===== src/rtl/trb_capture_ctrl.sv =====
// Trace buffer sequencer: circular trace capture with post-trigger delay, and
// sequential stream readout of the single-port trace RAM.
module trb_capture_ctrl #(
  parameter int TRB_WIDTH      = 32,
  parameter int TRB_DEPTH      = 64,
  parameter int TRB_DELAY_BITS = 16,
  localparam int AW            = $clog2(TRB_DEPTH)
) (
  input  logic                      FPGA_CLK_I,
  input  logic                      RST_NI,
  input  logic                      EN_I,
  input  logic                      MODE_I,
  input  logic [TRB_DELAY_BITS-1:0] TRG_DELAY_I,
  input  logic [AW:0]               STREAM_LEN_I,
  input  logic                      TRG_EVENT_I,
  input  logic                      STORE_I,
  input  logic                      LOAD_I,
  input  logic [TRB_WIDTH-1:0]      DATA_I,
  output logic                      TRG_EVENT_O,
  output logic                      LOAD_O,
  output logic [TRB_WIDTH-1:0]      DATA_O,
  output logic                      MEM_WE_O,
  output logic [AW-1:0]             MEM_ADDR_O,
  output logic [TRB_WIDTH-1:0]      MEM_WDATA_O,
  input  logic [TRB_WIDTH-1:0]      MEM_RDATA_I,
  output logic [AW-1:0]             TRG_ADDR_O,
  output logic                      WRAPPED_O,
  output logic                      DONE_O
);

  // Bit 2 of the state encodes the mode: 0 trace, 1 stream.
  localparam logic [2:0] ST_IDLE  = 3'd0;
  localparam logic [2:0] ST_ARMED = 3'd1;
  localparam logic [2:0] ST_POST  = 3'd2;
  localparam logic [2:0] ST_DONE  = 3'd3;
  localparam logic [2:0] ST_SIDLE = 3'd4;
  localparam logic [2:0] ST_SADDR = 3'd5;
  localparam logic [2:0] ST_SDATA = 3'd6;
  localparam logic [2:0] ST_SEND  = 3'd7;

  localparam logic [AW-1:0] WR_LAST = AW'(TRB_DEPTH - 1);

  logic [2:0]                state_q, state_d;
  logic [AW-1:0]             wr_ptr_q, wr_ptr_d;
  logic [AW:0]               rd_ptr_q, rd_ptr_d;
  logic [TRB_DELAY_BITS-1:0] cnt_q, cnt_d;
  logic [AW-1:0]             trg_addr_q, trg_addr_d;
  logic                      wrapped_q, wrapped_d;
  logic [TRB_WIDTH-1:0]      data_q, data_d;

  logic                      in_stream;
  logic                      abort;
  logic                      mem_we;
  logic [AW-1:0]             mem_addr;
  logic [TRB_WIDTH-1:0]      mem_wdata;

  assign in_stream = state_q[2];
  assign abort     = (state_q != ST_IDLE) && (!EN_I || (MODE_I != in_stream));

  always_comb begin
    state_d    = state_q;
    wr_ptr_d   = wr_ptr_q;
    rd_ptr_d   = rd_ptr_q;
    cnt_d      = cnt_q;
    trg_addr_d = trg_addr_q;
    wrapped_d  = wrapped_q;
    data_d     = data_q;
    mem_we     = 1'b0;
    mem_addr   = '0;
    mem_wdata  = '0;

    // Capture writes go straight to the RAM so it samples on the STORE_I edge.
    if (state_q == ST_ARMED || state_q == ST_POST) begin
      mem_we    = STORE_I && !abort;
      mem_addr  = wr_ptr_q;
      mem_wdata = DATA_I;
      if (STORE_I) begin
        wr_ptr_d = wr_ptr_q + 1'b1;
        if (wr_ptr_q == WR_LAST) wrapped_d = 1'b1;
      end
    end

    case (state_q)
      ST_IDLE: begin
        wr_ptr_d   = '0;
        rd_ptr_d   = '0;
        cnt_d      = '0;
        trg_addr_d = '0;
        wrapped_d  = 1'b0;
        data_d     = '0;
        if (EN_I) state_d = MODE_I ? ST_SIDLE : ST_ARMED;
      end
      ST_ARMED: begin
        if (TRG_EVENT_I) begin
          trg_addr_d = wr_ptr_q;
          state_d    = ST_POST;
          // A store coinciding with the trigger already counts as the first post store.
          if (STORE_I) begin
            if (TRG_DELAY_I == '0) state_d = ST_DONE;
            else                   cnt_d   = TRG_DELAY_I - 1'b1;
          end else begin
            cnt_d = TRG_DELAY_I;
          end
        end
      end
      ST_POST: begin
        if (STORE_I) begin
          if (cnt_q == '0) state_d = ST_DONE;
          else             cnt_d   = cnt_q - 1'b1;
        end
      end
      ST_SIDLE: begin
        if (LOAD_I && (rd_ptr_q < STREAM_LEN_I)) state_d = ST_SADDR;
      end
      ST_SADDR: begin
        mem_addr = rd_ptr_q[AW-1:0];
        state_d  = ST_SDATA;
      end
      ST_SDATA: begin
        data_d   = MEM_RDATA_I;
        rd_ptr_d = rd_ptr_q + 1'b1;
        state_d  = ST_SEND;
      end
      ST_SEND: state_d = ST_SIDLE;
      default: state_d = state_q;
    endcase

    if (abort) begin
      state_d    = ST_IDLE;
      wr_ptr_d   = '0;
      rd_ptr_d   = '0;
      cnt_d      = '0;
      trg_addr_d = '0;
      wrapped_d  = 1'b0;
    end
  end

  always_ff @(posedge FPGA_CLK_I or negedge RST_NI) begin
    if (!RST_NI) begin
      state_q    <= ST_IDLE;
      wr_ptr_q   <= '0;
      rd_ptr_q   <= '0;
      cnt_q      <= '0;
      trg_addr_q <= '0;
      wrapped_q  <= 1'b0;
      data_q     <= '0;
    end else begin
      state_q    <= state_d;
      wr_ptr_q   <= wr_ptr_d;
      rd_ptr_q   <= rd_ptr_d;
      cnt_q      <= cnt_d;
      trg_addr_q <= trg_addr_d;
      wrapped_q  <= wrapped_d;
      data_q     <= data_d;
    end
  end

  assign MEM_WE_O    = mem_we;
  assign MEM_ADDR_O  = mem_addr;
  assign MEM_WDATA_O = mem_wdata;
  assign TRG_EVENT_O = (state_q == ST_DONE);
  assign DONE_O      = (state_q == ST_DONE) ||
                       ((state_q == ST_SIDLE) && (rd_ptr_q == STREAM_LEN_I));
  assign LOAD_O      = (state_q == ST_SEND);
  assign DATA_O      = in_stream ? data_q : '0;
  assign TRG_ADDR_O  = trg_addr_q;
  assign WRAPPED_O   = wrapped_q;

endmodule

===== config.mk =====
export PLATFORM = sky130hd
export DESIGN_NAME = trb_capture_ctrl
export DESIGN_NICKNAME = d
export VERILOG_FILES = /design/src/rtl/trb_capture_ctrl.sv
export SDC_FILE = /design/constraint.sdc
export NUM_CORES = 1
export LEC_CHECK = 0
export ABC_AREA = 1
export ABC_CLOCK_PERIOD_IN_PS = 1600
export CORE_MARGIN = 2
export CORE_UTILIZATION = 41
export DETAILED_ROUTE_END_ITERATION = 6
export PLACE_DENSITY = 0.8
export SETUP_SLACK_MARGIN = 0.05
export SLEW_MARGIN = 40
export SYNTH_ARGS = -nofsm -noshare
export SYNTH_HDL_FRONTEND = slang
export SYNTH_SLANG_ARGS = --single-unit

===== constraint.sdc =====
create_clock -name FPGA_CLK_I -period 1.6 [get_ports FPGA_CLK_I]
set_input_delay 0.32 -clock FPGA_CLK_I [delete_from_list [all_inputs] [get_ports FPGA_CLK_I]]
set_output_delay 0.32 -clock FPGA_CLK_I [all_outputs]
set_load 0.005 [all_outputs]

==> flow_metrics.tcl <==
set metrics [dict create \
    synth_top_cell_by_area "dfrtp_1" \
    yosysUniqueCellTypes 39 \
    n_fill_cell 620 \
    drtIter0Drc 833 \
    synth_nets 880 \
    synth-seq-cells 71 \
    totalWireLength_mm 26.5 \
    vias_per_cell 5.74 \
    skew_ps 8.25 \
    ys_async_sr_fraction_pct 100 \
    synth_top_area_share_pct 36.3 \
    fp.dieH_um 113 \
    max_slew_margin_pct 38.5 \
    cts_sinks 71 \
    cts_tree "yes" \
    initial_core_util_pct 42.5 \
    cp.arrival_ps 2410 \
    final_cells 1251 \
    vdd_drop_max_uv 790 \
    crit_path_end_kind "flip-flop" \
    syn_to_final_growth_pct 97.5 \
    num_vias 7176 \
    firstDrtPassIters 7 \
    ios 175 \
    grt_max_degree 72 \
    core_area_mm2 0.0115 \
    ctsRootBufferMaster "clkbuf_16" \
    dpl.cell_count 1180 \
    worst-path-max-fanout 6 \
    cts_buffer_depth 2 \
    cellPowerDensity_mw_per_mm2 1490 \
    wl_per_cell_um 21.2 \
    gp_congestion 0.867 \
    antenna_found_initial 2 \
    grt_pass1_wl_mm 29.9 \
    drc 6 \
    dp_hpwl_mm 11.8 \
    worst-r2r-cell-count 12 \
    rsz0062_at_grt "true" \
    startpoint_type "flip-flop" \
    finalMaxSlewViolations 0 \
    maxCapViolCount 0 \
    fin_area_mm2 0.00967 \
    critPathRequiredTime_ps 1780 \
    cts_made_buffers 9 \
    hold_viol 0 \
    postLayoutCoreUtil_pct 84.0 \
    synthTopCellsByCount "nand2_1, inv_1, nor2_1" \
    setup_viol 114 \
    die_width_um 113 \
    fin_nets 1209 \
    dpl_cell_area_mm2 0.00761 \
    synthCells 773 \
    grt_pass1_vias 6289 \
    hold_class "in -> async" \
    synthFlopType "dfrtp_1" \
    syn-cell-area_mm2 0.00489 \
    setup_ws_ps -629 \
    cts.htree.levels 3 \
    drtAntennaViolNets 0 \
    status "complete, but fails checks" \
    synthTopCellsByArea "dfrtp_1, nand2_1, inv_1" \
    clk_latency_ps 340 \
    seq_area_frac_synth_pct 36.3 \
    synth.most_common_cell "nand2_1" \
    min_period_over_period_pct 139 \
    p_leak_nw 5.36 \
    max_freq_mhz 449 \
    failed_checks "DRC, setup timing" \
    die_area_mm2 0.0128 \
    grt_usage_pct 29.0 \
    drive_gt1_share_pct 43.5 \
    clkTransAtPathRegs_ps 60 \
    gr-total-overflow 0 \
    port_buffers 174 \
    crit_type "reg -> reg" \
    worst_pin_slew_ps 915 \
    period_needed_ps 2230 \
    row_count 39 \
    syn_area_per_cell_um2 6.33 \
    yosysWarnings 0 \
    synth-edff-count 0 \
]
layer usage:
metal / up-vias / share of wire (%) / global-route usage [%] / routed length (um)
li1: 3053 / - / - / -
met1: 3335 / 33 / 34.5 / 8870
met2: 580 / 48 / 49.1 / 12700
met3: 206 / 10 / 7.07 / 2680
met4: 2 / 8.4 / 13.9 / 2240
met5: - / 0.060 / 0 / 16
what timing repair did:
action	in CTS	in global routing
hold buffers	0	0
hold endpoints to repair	0	0
endpoints found under the setup margin	111	145
gates resized for setup	366	318
pin swaps	23	57
setup buffers	15	35
cloned	5	7
metrics by stage:
step	power (mW)	setup slack, ps	TNS (ps)	hold slack (ps)
6_report	14.4	-629	-38920	5.59
5_1_grt	14.8	-721	-43060	42.9
4_1_cts	11.4	-353	-20130	31.0
3_5_place_dp	8.02	-740	-36510	381
3_3_place_gp	7.90	-725	-33590	378
2_1_floorplan	5.17	52.4	0	24.4
worst max-delay path, stage by stage, from the launching register on:
cell	delay, ps
dfrtp_1	440
inv_1	120
ha_1	260
nand3_1	110
nor2_1	180
nand2_1	200
nor2_4	180
nor2_4	60
nand2_8	130
nor2_4	40
buf_6	130
nand2_2	50
nand2_1	150
kinds of logic after synthesis:
family / share of synthesized area, %
AND/OR/NAND/NOR: 38.8
buffers and inverters: 12.6
flip-flops: 36.3
AO/OA/AOI/OAI: 7.77
adder cells (fa/ha/maj): 3.32
XOR/XNOR: 1.25
layout make-up:
type / count / area, um2 / area share, %
diodes: 1 / 2.50 / 0.0259
clock buffers: 12 / 246 / 2.55
clock inverters: 4 / 70.1 / 0.725
inverters: 137 / 551 / 5.69
multi-input cells: 544 / 3650 / 37.7
flip-flops and latches: 71 / 1780 / 18.4
well taps: 143 / 179 / 1.85
repair buffers: 339 / 3200 / 33.0
worst paths after layout:
kind | startpoint | to | slack (ps)
max in group asynchronous | RST_NI | state_q[1] | 1280
min in group FPGA_CLK_I | data_q[30] | data_q[30] | 500
worst max register to register | cnt_q[1] | cnt_q[1] | -630
worst min-delay path | RST_NI | TRG_ADDR_O[5] | 6
worst max-delay path | cnt_q[1] | cnt_q[1] | -630
worst min register to register | data_q[30] | data_q[30] | 500
state kept, by name, summed over array words and instances (netlist names):
signal	flops
TRG_ADDR_O	6
data_q	32
cnt_q	16
WRAPPED_O	1
state_q	3
wr_ptr_q	6
rd_ptr_q	7
layout by cell type, fill, tap and decap left out, types with 3 or more instances in the layout:
cell | synthesis | routed
nand2_4 | 0 | 41
a21oi_1 | 20 | 10
ha_1 | 13 | 11
buf_6 | 1 | 49
a21oi_2 | 1 | 8
dlygate4sd2_1 | 0 | 3
inv_1 | 128 | 92
xor2_1 | 5 | 4
buf_2 | 5 | 40
buf_16 | 0 | 5
clkbuf_16 | 0 | 14
buf_4 | 1 | 106
o22ai_1 | 13 | 3
o21ai_2 | 0 | 10
nand3_4 | 0 | 7
o22ai_4 | 0 | 4
o21ai_0 | 24 | 14
buf_12 | 0 | 13
nand2_1 | 257 | 188
dfrtp_1 | 71 | 70
nand2_2 | 3 | 25
o21ai_1 | 5 | 4
nor2_4 | 4 | 40
nand3_2 | 1 | 7
o22ai_2 | 0 | 6
nand4_1 | 6 | 6
clkbuf_2 | 1 | 20
nand3_1 | 71 | 58
nor2_1 | 99 | 54
inv_6 | 0 | 3
nor2_2 | 2 | 12
clkdlybuf4s50_1 | 0 | 93
dlymetal6s2s_1 | 0 | 3
a21oi_4 | 0 | 3
nor3_2 | 1 | 3
nand2_8 | 1 | 7
inv_2 | 8 | 37
where the power goes:
group	leakage, nW	internal [mW]	total [mW]	switching, mW
clock network	0.157	1.40	2.22	0.816
registers	0.979	2.10	2.39	0.292
logic	4.23	4.24	9.79	5.56
total	5.36	7.74	14.4	6.66
Power figures use the tool's default switching activity.
==> variant, RTL diff (same flow settings) <==
The parameter `TRB_DEPTH` goes from 64 to 32.
--- a/src/rtl/trb_capture_ctrl.sv
+++ b/src/rtl/trb_capture_ctrl.sv
@@ -3,5 +3,5 @@
 module trb_capture_ctrl #(
   parameter int TRB_WIDTH      = 32,
-  parameter int TRB_DEPTH      = 64,
+  parameter int TRB_DEPTH      = 32,
   parameter int TRB_DELAY_BITS = 16,
   localparam int AW            = $clog2(TRB_DEPTH)
Ports: changed (resized MEM_ADDR_O, STREAM_LEN_I and TRG_ADDR_O); port bits go from 175 to 172. The function was not compared with the original's and may differ.
==> variant against the original RTL <==
The run ends with DRC, hold timing, setup timing left. Total power shrank 4.2%. Setup slack improved by 0.093 ns. Area after synthesis fell by 1.4%. Final area fell by 5.8%. Clock skew is 0.0038 ns higher. Non-clock buffer count increased by 3. Combinational power down 2.1%. Clock power down 13%. Sequential cell count shrank 3. Count of clock-buffer cells in the layout unchanged. Wire length decreased by 17%. Largest cell class unchanged.
==> variant: results (changes against the original RTL) <==
stage;metric;value;unit;change
synth;syn_nets;856;;-2.7%
sta;final worst slack;-0.5362;ns;+0.09325 ns
synth;Synth Area in Compound Gates;0.08558;;+0.007871
grt;routing usage on met2;0.4594;;-0.03198
detailed_routing;wire per inst;17.98;um;-15%
finish;# diodes;0;;-1
sta;maximum clock frequency;0.4681;GHz;+4.4%
place;IO buf count;171;;-1.7%
finish;Largest regs;data_q x32, cnt_q x16, rd_ptr_q x6;;
sta;Setup Skew;0.01207;ns;+0.003813 ns
outcome;status;finished, violations left;;
finish;clock network area share;0.03036;;-0.002377
synth;Synth Area in Adders;0.03371;;+0.0004826
setup_path;worst-case reg-to-reg path depth;15;;+3
setup_path;FF-to-FF End;cnt_q[3];;
power;maximum VDD drop;980.9;uV;+24%
finish;Seq area share;0.1868;;+0.002961
detailed_routing;DRC errors left;3;;-3
sta;hold_ws;-0.01825;ns;-0.02384 ns
sta;slew margin rel.;0.7219;;+0.3365
detailed_routing;met1 WL;8194;um;-7.6%
grt;first-pass GRT wire length;28300;um;-5.3%
grt;pin count of the biggest net entering global routing;69;;-4.2%
finish;Final Util;0.7942;;-0.04542
place;Placed Area;7632;um^2;+0.26%
synth;Commonest cells post-synth;235 x nand2_1, 125 x inv_1, 96 x nor2_1;;
finish;multi-input gates;530;;-2.6%
setup_path;CP max FO;5;;-1
detailed_routing;WL final;22100;um;-17%
outcome;failing checks;DRC, hold timing, setup timing;;
finish;Signal buffers;342;;+0.88%
synth;XOR/XNOR Fraction of Synth Area;0.009077;;-0.003449
power;clock-net power;0.00193;W;-13%
sta;final hold vios;8;;+8
synth;top cells by area, synth;dfrtp_1 35%, nand2_1 18%, inv_1 9.7%;;
finish;Storage cell area;1702;um^2;-4.3%
grt;initial antenna violation count;0;;-2
synth;syn avg cell area;6.433;um^2;+1.6%
finish;FFs & Latches;68;;-4.2%
sta;setup TNS;-33.00;ns;+5.919 ns
place;Post-Place Cells;1161;;-1.6%
sta;final setup vio count;106;;-7.0%
finish;fill count;705;;+14%
finish;invs w/o clock;132;;-3.6%
place;pre-CTS WS;-0.7180;ns;+0.02203 ns
grt;grt met3 use;0.06371;;-0.006987
setup_path;CP delay by family, top;buffers and inverters;;
setup_path;crit path DAT;1.82;ns;-0.59 ns
variant: changes by cell type after synthesis, moves of 4 or more:
cell and delta:
nand2_1 -22, nor2_2 +8, o22ai_1 -6, o21ai_0 +5, o21ai_1 -5, o31ai_1 +5, nand3_1 -4
variant: how the worst max path moves through the flow:
| stage | from | end | slack [ns] | cells past startpoint |
|---|---|---|---|---|
| floorplan | state_q[0] | MEM_WDATA_O[0] | 0.02 | 8 |
| global placement | STREAM_LEN_I[5] | DONE_O | -0.68 | 8 |
| detailed placement | STREAM_LEN_I[5] | DONE_O | -0.72 | 8 |
| CTS | state_q[1] | MEM_WDATA_O[21] | -0.44 | 8 |
| global route | state_q[1] | cnt_q[3] | -0.57 | 15 |
| finish | state_q[1] | MEM_ADDR_O[2] | -0.54 | 8 |
variant: timing repair:
| action | in CTS | in global routing |
|---|---|---|
| pin swaps | 25 | 28 |
| buffers inserted | 18 | 38 |
| setup endpoints to repair | 107 | 141 |
| resized for setup | 337 | 238 |
| gates cloned | 5 | 5 |
